File: src/rtl/namco_regs_pkg.sv
// Shared constants and types for the Namco-style control latch block:
// default bus addresses, IRQ mode/state enums and a ceil-log2 helper.
package namco_regs_pkg;

    localparam logic [15:0] DEF_MBASE   = 16'h5000;
    localparam logic [15:0] DEF_SBASE   = 16'h2000;
    localparam logic [15:0] DEF_SCRBASE = 16'h3800;
    localparam logic [15:0] DEF_WDBASE  = 16'h8000;

    typedef enum logic {
        IRQ_LEVEL   = 1'b0,
        IRQ_LATCHED = 1'b1
    } irq_mode_e;

    typedef enum logic {
        ST_IDLE = 1'b0,
        ST_PEND = 1'b1
    } irq_state_e;

    // Number of address bits needed to index n latches (n >= 2).
    function automatic int clog2(input int n);
        int r;
        r = 0;
        for (int k = 0; k < 31; k++) begin
            if ((1 << k) < n) begin
                r = k + 1;
            end
        end
        return r;
    endfunction

endpackage

File: src/rtl/namco_irq_gen.sv
// One IRQ channel: either the enable gated by the synchronised VBLANK level,
// or a pending flag set on a VBLANK rising edge and cleared by a disable write.
module namco_irq_gen
    import namco_regs_pkg::*;
#(
    parameter irq_mode_e MODE = IRQ_LEVEL
)(
    input  logic clk_i,
    input  logic rst_i,
    input  logic vb_s_i,
    input  logic vb_rise_i,
    input  logic en_i,
    input  logic clr_i,
    output logic irq_o
);

    irq_state_e state_q;
    irq_state_e state_d;

    // Pending-state register, cleared asynchronously by reset.
    always_ff @(posedge clk_i or posedge rst_i) begin
        if (rst_i) begin
            state_q <= ST_IDLE;
        end else begin
            state_q <= state_d;
        end
    end

    // Next state: a disable write beats a coincident VBLANK edge.
    always_comb begin
        state_d = state_q;
        case (state_q)
            ST_IDLE: begin
                if (vb_rise_i && en_i && !clr_i) begin
                    state_d = ST_PEND;
                end else begin
                    state_d = ST_IDLE;
                end
            end
            ST_PEND: begin
                if (clr_i) begin
                    state_d = ST_IDLE;
                end else begin
                    state_d = ST_PEND;
                end
            end
            default: state_d = ST_IDLE;
        endcase
    end

    // IRQ output selected by the elaboration-time mode.
    always_comb begin
        irq_o = 1'b0;
        if (MODE == IRQ_LATCHED) begin
            irq_o = (state_q == ST_PEND);
        end else begin
            irq_o = en_i & vb_s_i;
        end
    end

endmodule

File: src/rtl/namco_ctrl_regs.sv
// Control latches, scroll register and VBLANK IRQs shared by a main and a sub CPU.
// Latch value comes from A[0], latch index from A[L:1]. Optional watchdog
// is compiled in with the macro NAMCO_CTRL_REGS_WDOG_EN.
module namco_ctrl_regs
    import namco_regs_pkg::*;
#(
    parameter int          NLATCH   = 8,
    parameter logic [15:0] MBASE    = DEF_MBASE,
    parameter logic [15:0] SBASE    = DEF_SBASE,
    parameter logic [15:0] SWMASK   = 16'h002B,
    parameter int          SCRW     = 8,
    parameter logic [15:0] SCRBASE  = DEF_SCRBASE,
    parameter irq_mode_e   IRQ_MODE = IRQ_LEVEL,
    parameter int          MIRQ_IDX = 1,
    parameter int          SIRQ_IDX = 0
`ifdef NAMCO_CTRL_REGS_WDOG_EN
    ,
    parameter logic [15:0] WDBASE   = DEF_WDBASE,
    parameter int          WDLIMIT  = 8
`endif
)(
    input  logic              CLK,
    input  logic              RESET,
    input  logic [15:0]       MCPU_ADRS,
    input  logic              MCPU_VMA,
    input  logic              MCPU_WE,
    input  logic [15:0]       SCPU_ADRS,
    input  logic              SCPU_VMA,
    input  logic              SCPU_WE,
    input  logic              VBLANK,
    output logic [NLATCH-1:0] LATCH,
    output logic [SCRW-1:0]   SCROLL,
    output logic              MCPU_IRQ,
    output logic              SCPU_IRQ
`ifdef NAMCO_CTRL_REGS_WDOG_EN
    ,
    output logic              WDOG_RST
`endif
);

    localparam int L = clog2(NLATCH);

    logic [NLATCH-1:0] latch_q, latch_d;
    logic [NLATCH-1:0] wr0_s, m_wr_s, s_wr_s;
    logic [SCRW-1:0]   scroll_q, scroll_d;
    logic              vb_meta_q, vb_s_q, vb_prev_q, vb_rise_s;
    logic              m_hit_s, s_hit_s, scr_hit_s;
    logic [L-1:0]      m_idx_s, s_idx_s;

    assign m_hit_s   = MCPU_VMA & MCPU_WE & (MCPU_ADRS[15:L+1] == MBASE[15:L+1]);
    assign s_hit_s   = SCPU_VMA & SCPU_WE & (SCPU_ADRS[15:L+1] == SBASE[15:L+1]);
    assign scr_hit_s = MCPU_VMA & MCPU_WE & (MCPU_ADRS[15:11] == SCRBASE[15:11]);
    assign m_idx_s   = MCPU_ADRS[L:1];
    assign s_idx_s   = SCPU_ADRS[L:1];
    assign vb_rise_s = vb_s_q & ~vb_prev_q;

    // Resolve main/sub latch writes; sub wins on the same index, and flag
    // every accepted write of 0 so the latched IRQ channels can clear.
    always_comb begin
        latch_d = latch_q;
        wr0_s   = {NLATCH{1'b0}};
        m_wr_s  = {NLATCH{1'b0}};
        s_wr_s  = {NLATCH{1'b0}};
        for (int i = 0; i < NLATCH; i++) begin
            m_wr_s[i] = m_hit_s && (m_idx_s == L'(i));
            s_wr_s[i] = s_hit_s && (s_idx_s == L'(i)) && SWMASK[i];
            if (s_wr_s[i]) begin
                latch_d[i] = SCPU_ADRS[0];
                wr0_s[i]   = ~SCPU_ADRS[0];
            end else if (m_wr_s[i]) begin
                latch_d[i] = MCPU_ADRS[0];
                wr0_s[i]   = ~MCPU_ADRS[0];
            end else begin
                latch_d[i] = latch_q[i];
            end
        end
    end

    // Scroll register loads from the main-CPU address inside its window.
    always_comb begin
        if (scr_hit_s) begin
            scroll_d = MCPU_ADRS[SCRW+2:3];
        end else begin
            scroll_d = scroll_q;
        end
    end

    // Latch, scroll and VBLANK synchroniser/edge-history flops.
    always_ff @(posedge CLK or posedge RESET) begin
        if (RESET) begin
            latch_q   <= {NLATCH{1'b0}};
            scroll_q  <= {SCRW{1'b0}};
            vb_meta_q <= 1'b0;
            vb_s_q    <= 1'b0;
            vb_prev_q <= 1'b0;
        end else begin
            latch_q   <= latch_d;
            scroll_q  <= scroll_d;
            vb_meta_q <= VBLANK;
            vb_s_q    <= vb_meta_q;
            vb_prev_q <= vb_s_q;
        end
    end

    assign LATCH  = latch_q;
    assign SCROLL = scroll_q;

    namco_irq_gen #(.MODE(IRQ_MODE)) u_mirq (
        .clk_i     (CLK),
        .rst_i     (RESET),
        .vb_s_i    (vb_s_q),
        .vb_rise_i (vb_rise_s),
        .en_i      (latch_q[MIRQ_IDX]),
        .clr_i     (wr0_s[MIRQ_IDX]),
        .irq_o     (MCPU_IRQ)
    );

    namco_irq_gen #(.MODE(IRQ_MODE)) u_sirq (
        .clk_i     (CLK),
        .rst_i     (RESET),
        .vb_s_i    (vb_s_q),
        .vb_rise_i (vb_rise_s),
        .en_i      (latch_q[SIRQ_IDX]),
        .clr_i     (wr0_s[SIRQ_IDX]),
        .irq_o     (SCPU_IRQ)
    );

`ifdef NAMCO_CTRL_REGS_WDOG_EN
    logic [3:0] wd_cnt_q, wd_cnt_d;
    logic       wd_act_q, wd_act_d;
    logic [4:0] wd_len_q, wd_len_d;
    logic       wd_kick_s, wd_end_s;

    assign wd_kick_s = MCPU_VMA & MCPU_WE & (MCPU_ADRS == WDBASE);
    assign wd_end_s  = wd_act_q & (wd_len_q == 5'd1);

    // Watchdog: saturating VBLANK-edge counter and a 16-cycle reset pulse
    // that a kick cannot shorten; the counter clears when the pulse ends.
    always_comb begin
        wd_act_d = wd_act_q;
        wd_len_d = wd_len_q;
        if (wd_act_q) begin
            if (wd_end_s) begin
                wd_act_d = 1'b0;
                wd_len_d = 5'd0;
            end else begin
                wd_len_d = wd_len_q - 5'd1;
            end
        end else if (wd_cnt_q >= 4'(WDLIMIT)) begin
            wd_act_d = 1'b1;
            wd_len_d = 5'd16;
        end else begin
            wd_len_d = 5'd0;
        end

        if (wd_end_s || wd_kick_s) begin
            wd_cnt_d = 4'd0;
        end else if (vb_rise_s && (wd_cnt_q != 4'hF)) begin
            wd_cnt_d = wd_cnt_q + 4'd1;
        end else begin
            wd_cnt_d = wd_cnt_q;
        end
    end

    // Watchdog state flops.
    always_ff @(posedge CLK or posedge RESET) begin
        if (RESET) begin
            wd_cnt_q <= 4'd0;
            wd_act_q <= 1'b0;
            wd_len_q <= 5'd0;
        end else begin
            wd_cnt_q <= wd_cnt_d;
            wd_act_q <= wd_act_d;
            wd_len_q <= wd_len_d;
        end
    end

    assign WDOG_RST = wd_act_q;
`endif

endmodule

File: config.mk
export PLATFORM = sky130hd
export DESIGN_NAME = namco_ctrl_regs
export DESIGN_NICKNAME = d
export VERILOG_FILES = /design/src/rtl/namco_regs_pkg.sv /design/src/rtl/namco_irq_gen.sv /design/src/rtl/namco_ctrl_regs.sv
export SDC_FILE = /design/constraint.sdc
export NUM_CORES = 1
export LEC_CHECK = 0
export BUFFER_PORTS_ARGS = -buffer_cell sky130_fd_sc_hd__buf_2
export CAP_MARGIN = 30
export CELL_PAD_IN_SITES_DETAIL_PLACEMENT = 1
export CELL_PAD_IN_SITES_GLOBAL_PLACEMENT = 1
export CORE_ASPECT_RATIO = 1.2
export CORE_MARGIN = 1.5
export CORE_UTILIZATION = 30
export DETAILED_ROUTE_END_ITERATION = 8
export PLACE_DENSITY = 0.81
export SETUP_SLACK_MARGIN = 0.3
export SYNTH_ARGS = -nofsm -noshare
export SYNTH_HDL_FRONTEND = slang
export SYNTH_SLANG_ARGS = --single-unit
File: constraint.sdc
create_clock -name CLK -period 1 [get_ports CLK]
set_clock_uncertainty 0.05 [all_clocks]
set_input_delay 0.2 -clock CLK [delete_from_list [all_inputs] [get_ports CLK]]
set_output_delay 0.2 -clock CLK [all_outputs]
set_load 0.02 [all_outputs]
## After elaboration in Yosys (flattened, before gate mapping)

Index checks and enable logic that the tools add are counted.

| storage, ports and cells | value |
|---|---|
| output and inout bits | 18 |
| flip-flop bits (word level) | 18 |
| logic and storage cells | 57 |

| cells by class | value |
|---|---|
| multiplexer cells | 8 |
| bitwise logic cells | 7 |
| eq/ne operators | 13 |
| reductions and logical operators | 18 |

Operator list:

| kind | count |
|---|---|
| $eq A3 B3 Y1 const B | 5 |
| $eq A12 B10 Y1 const B | 1 |
| $eq A12 B11 Y1 const B | 1 |
| $logic_and A1 B1 Y1 | 12 |
| $eq A3 B2 Y1 const B | 3 |
| $mux W1 | 8 |
| $reduce_bool A2 Y1 | 4 |
| $and A1 B1 Y1 | 7 |
| $eq A3 B1 Y1 const B | 2 |
| $logic_not A3 Y1 | 2 |
| $eq A5 B3 Y1 const B | 1 |

## Longest topological paths before layout

| logic depth | value |
|---|---|
| depth after elaboration | 5 |
| depth in mapped cells | 4 |
| gate-level depth less buffers | 4 |

## Cells and area by module

From an unflattened synthesis, not the netlist that was laid out.

| unflattened totals | value |
|---|---|
| cell total of the unflattened synthesis | 92 |
| area total of the unflattened synthesis | 1063.5 sq um |

By module, submodules not included:

| module | seq. area each (sq um) | times used | cells each | area each (sq um) |
|---|---|---|---|---|
| namco_ctrl_regs | 475.5 | 1 | 90 | 1051.0 |
| namco_irq_gen | 0.0 | 2 | 1 | 6.3 |

## Least setup slack after synthesis

No wires, ideal clock.

| timing | value |
|---|---|
| kind | input to register |
| start | input MCPU_ADRS[5] |
| end | register latch_q[0] (netlist: LATCH[0]) |
| slack | -0.719 ns |
| stages | 4 |
| setup time | 0.128 ns |
| path buffers | 0 |
| required time | 0.822 ns |
| arrival time | 1.540 ns |
| path through | or4_4 or4_4 o31ai_2 a21boi_1 |

| between the ends | value |
|---|---|
| longest elaborated chain between the ends | 4 |

Ends and longest elaborated chain:

| what | RTL line | RTL |
|---|---|---|
| start, declared | namco_ctrl_regs.sv:24 | `input logic [15:0] MCPU_ADRS,` |
| $eq A12 B11 Y1 | namco_ctrl_regs.sv:50 | `assign m_hit_s = MCPU_VMA & MCPU_WE & (MCPU_ADRS[15:L+1] == MBASE[15:L+1]);` |
| $and A1 B1 Y1 | namco_ctrl_regs.sv:50 |  |
| $logic_and A1 B1 Y1 | namco_ctrl_regs.sv:65 | `m_wr_s[i] = m_hit_s && (m_idx_s == L'(i));` |
| $reduce_bool A2 Y1 (no source line) | -- |  |
| end signal, assigned | namco_ctrl_regs.sv:91 | `latch_q <= {NLATCH{1'b0}};` |
| end signal, assigned | namco_ctrl_regs.sv:97 | `latch_q <= latch_d;` |
| end, declared | namco_ctrl_regs.sv:43 | `logic [NLATCH-1:0] latch_q, latch_d;` |

No other way between the ends.
A chain may end at the register's enable or synchronous reset.

## Worst setup path after layout

| timing | value |
|---|---|
| start | input MCPU_ADRS[4] |
| end | register latch_q[0] (netlist: LATCH[0]) |

Same word-level chain as after synthesis.

==> impl_metrics.csv <==
group,metric,value,unit
drt,dr_total_vias,1060,
power_and_ir_drop,clockPowerShare,26.1,%
logic_synthesis,ys_ff_latch,18,
timing,fmax,0.651,GHz
logic_synthesis,synth.distinct_cells,30,
timing,slew_violations,0,
placement,routabilityCongestion,0.763,
worst_setup_path,timing.rr.end,"SCROLL[7]",
die,dieArea,3650,sq um
placement,post_dp_cell_area,1440,sq um
logic_synthesis,synth-compound-area-share,9.89,%
finish,final_cell_mix,"buf_2, buf_4, buf_6",
finish,final_area,1810,sq um
die,start_util,31.7,%
finish,num-nets-final,215,
min_path,hold_path.class,"input pin to async pin",
power_and_ir_drop,intPower,1300,uW
timing,hold_viol,18,
logic_synthesis,synth_top_cell_by_area,"dfrtp_1",
global_route,grt_max_degree,19,
drt,wl_per_cell,18.2,um
timing,fin_crit_sh,153,%
clock_network,clock_path_buffers,2,
clock_network,clkTransAtPathRegs,110,ps
logic_synthesis,synth_nets,121,
clock_network,tritoncts,"yes",
drt,drc_errors,0,
drt,postRouteWirelength,3.83,mm
logic_synthesis,ys_top_cells_by_area,"dfrtp_1, mux2_2, nor4_4, or4_4, a32o_1",
power_and_ir_drop,p_comb_share,28.7,%
clock_network,cts.sinks,18,
power_and_ir_drop,cellLeakagePower,0.000934,uW
power_and_ir_drop,p_sw,508,uW
timing,fin_hold_ws,-161,ps
power_and_ir_drop,ir_drop,856,uV
status,violations,"hold timing, setup timing",
timing,period_minus_slack,1530,ps
global_route,grt_use_total,18.9,%
timing,setup_viol,34,
global_route,antenna_found_initial,0,
clock_network,cts_buffers,3,
drt,avgViaCountPerCell,5.02,
power_and_ir_drop,power.density,999,nW/um^2
logic_synthesis,synth_top_family_by_area,"simple AND/OR/NAND/NOR gates",
finish,area_growth_syn_to_layout,83.3,%
die,die-width,55.4,um
timing,fin_ws,-535,ps
die,io-pin-count,57,
clock_network,clk_latency,300,ps
clock_network,cts.htree.levels,1,
logic_synthesis,synth_fa_ha_area_share,0,%
logic_synthesis,muxShareOfSynthArea,13.7,%
logic_synthesis,yosys_warnings,0,
timing,rsz0062_at_grt,"yes",
worst_setup_path,required,1140,ps
status,status,"finished, violations left",
logic_synthesis,synth_area_per_cell,12.0,sq um
logic_synthesis,syn-instance-count,82,
logic_synthesis,yosysSeqAreaShare,45.6,%
drt,first_iter_violations,15,
placement,portBuffers,56,
worst_setup_path,cp-start-kind,"input pin",
worst_setup_path,critPathMaxFanout,3,
power_and_ir_drop,p_seq_share,45.2,%
finish,fill_cells,349,
worst_setup_path,arrival,1680,ps
job,drv_cap,0,
drt,dr.pass1.iters,4,
logic_synthesis,synth_area,987,sq um
global_route,grt_pass1_vias,1205,
worst_setup_path,critPathCaptureType,"flop",
global_route,overflow,0,
drt,antenna_left,0,
logic_synthesis,synthSimpleGateAreaFrac,27.8,%
logic_synthesis,synth_xor_area_share,0,%
die,coreArea,3110,sq um
finish,drive_gt1_share,69.7,%
power_and_ir_drop,p_total,1810,uW
clock_network,clk_root_buffer_cell,"clkbuf_4",
clock_network,ctsHoldBuffers,1,
worst_setup_path,r2r_setup_slack,-80,ps
logic_synthesis,synth_top_area_share,45.6,%
die,die_h,65.8,um
power_and_ir_drop,switching_share,28.1,%
global_route,grt_pass1_wl,5.41,mm
timing,max_slew_margin,72.1,%
worst_setup_path,r2r_start,"SCROLL[7]",
finish,layout_commonest_cell,"buf_2",
worst_setup_path,crit_type,"input pin to flop",
placement,dp_hpwl,2.42,mm
timing,worstMarginPinSlew,417,ps
worst_setup_path,r2r_cells,3,
placement,post-place-ws,-868,ps
worst_setup_path,crit_start,"MCPU_ADRS[4]",
finish,diodes,0,
die,rows,22,
per-layer routing:
metal,vias to the layer above,global-route usage [%],part of all wire (%)
met3,7,2.15,4.7
met5,-,0,0
met4,0,7.93,1.7
met2,49,39.0,58
met1,508,18.7,36
li1,496,-,-
power groups by stage:
stage               sequential [uW]  clock, uW  combinational (uW)
finish                          816        472                 519
global route                    820        497                 553
CTS                             809        472                 467
detailed placement              811          0                 349
global placement                809          0                 335
floorplan                       864          0                92.3
state kept, by name, indices dropped and copies added, names as in the netlist:
name       count
LATCH          8
vb_s_q         1
SCROLL         8
vb_meta_q      1
area by class of cell:
| type | count | area (sq um) | area share, % |
|---|---|---|---|
| Timing Repair Buffer | 91 | 691 | 38.2 |
| Inverter | 4 | 15.0 | 0.830 |
| Sequential cell | 18 | 450 | 24.9 |
| Tap cell | 36 | 45.0 | 2.49 |
| Clock buffer | 4 | 36.3 | 2.01 |
| Multi-Input combinational cell | 58 | 572 | 31.6 |
how the worst max path moves through the flow:
stage | depth (start not counted) | end | slack, ps
after floorplan | 4 | LATCH[7] | -690
after global placement | 5 | LATCH[7] | -820
after detailed placement | 5 | LATCH[0] | -870
after CTS | 5 | LATCH[0] | -520
after global routing | 5 | LATCH[0] | -550
final | 5 | LATCH[0] | -530
cell families (layout without fill, tap and decap cells):
kind of cell	count (synthesis)	after routing
DFF	18	18
AOI/OAI and AO/OA	12	12
buffers and inverters	6	99
muxes	12	12
and+or+nand+nor	34	34
critical path, cell delays in order:
cell and delay, ps:
buf_6 100, or4_4 580, or4_4 520, o31ai_2 190, a21boi_1 100
synthesized netlist by cell type:
cell type,instances
and3_1,1
or4_4,3
or4_1,2
nor3_2,1
nor4_1,1
nand3b_1,1
nor2b_1,2
buf_4,2
nand2_1,5
or3b_2,2
nor4_4,3
nand4bb_1,1
nand4b_1,1
a32o_1,2
or4b_1,1
mux2_2,11
inv_1,4
dfrtp_1,18
mux2_1,1
and4_1,1
o21ai_0,1
o21a_1,2
and2_1,2
nor2_1,3
a21boi_1,1
a21boi_0,2
a21oi_1,1
a32oi_1,2
nand3_1,4
o31ai_2,1
timing repair:
| action | CTS | global route |
|---|---|---|
| setup endpoints to repair | 34 | 34 |
| pin swaps | 4 | 9 |
| cloned | 0 | 0 |
| buffers inserted | 9 | 7 |
| gates resized for setup | 51 | 6 |
| endpoints found under the hold margin | 19 | 18 |
stage by stage:
stage          hold WS [ps]  TNS (ps)  utilization (%)  cells
3_5_place_dp            183    -11700             46.3    190
6_report               -161     -7830             58.2    211
4_1_cts                -151     -8330             55.5    204
5_1_grt                -133     -8980             58.2    211
3_3_place_gp            176    -11090             46.3    190
2_1_floorplan          88.6     -9440                -     82
(Power assumes the default switching activity.)
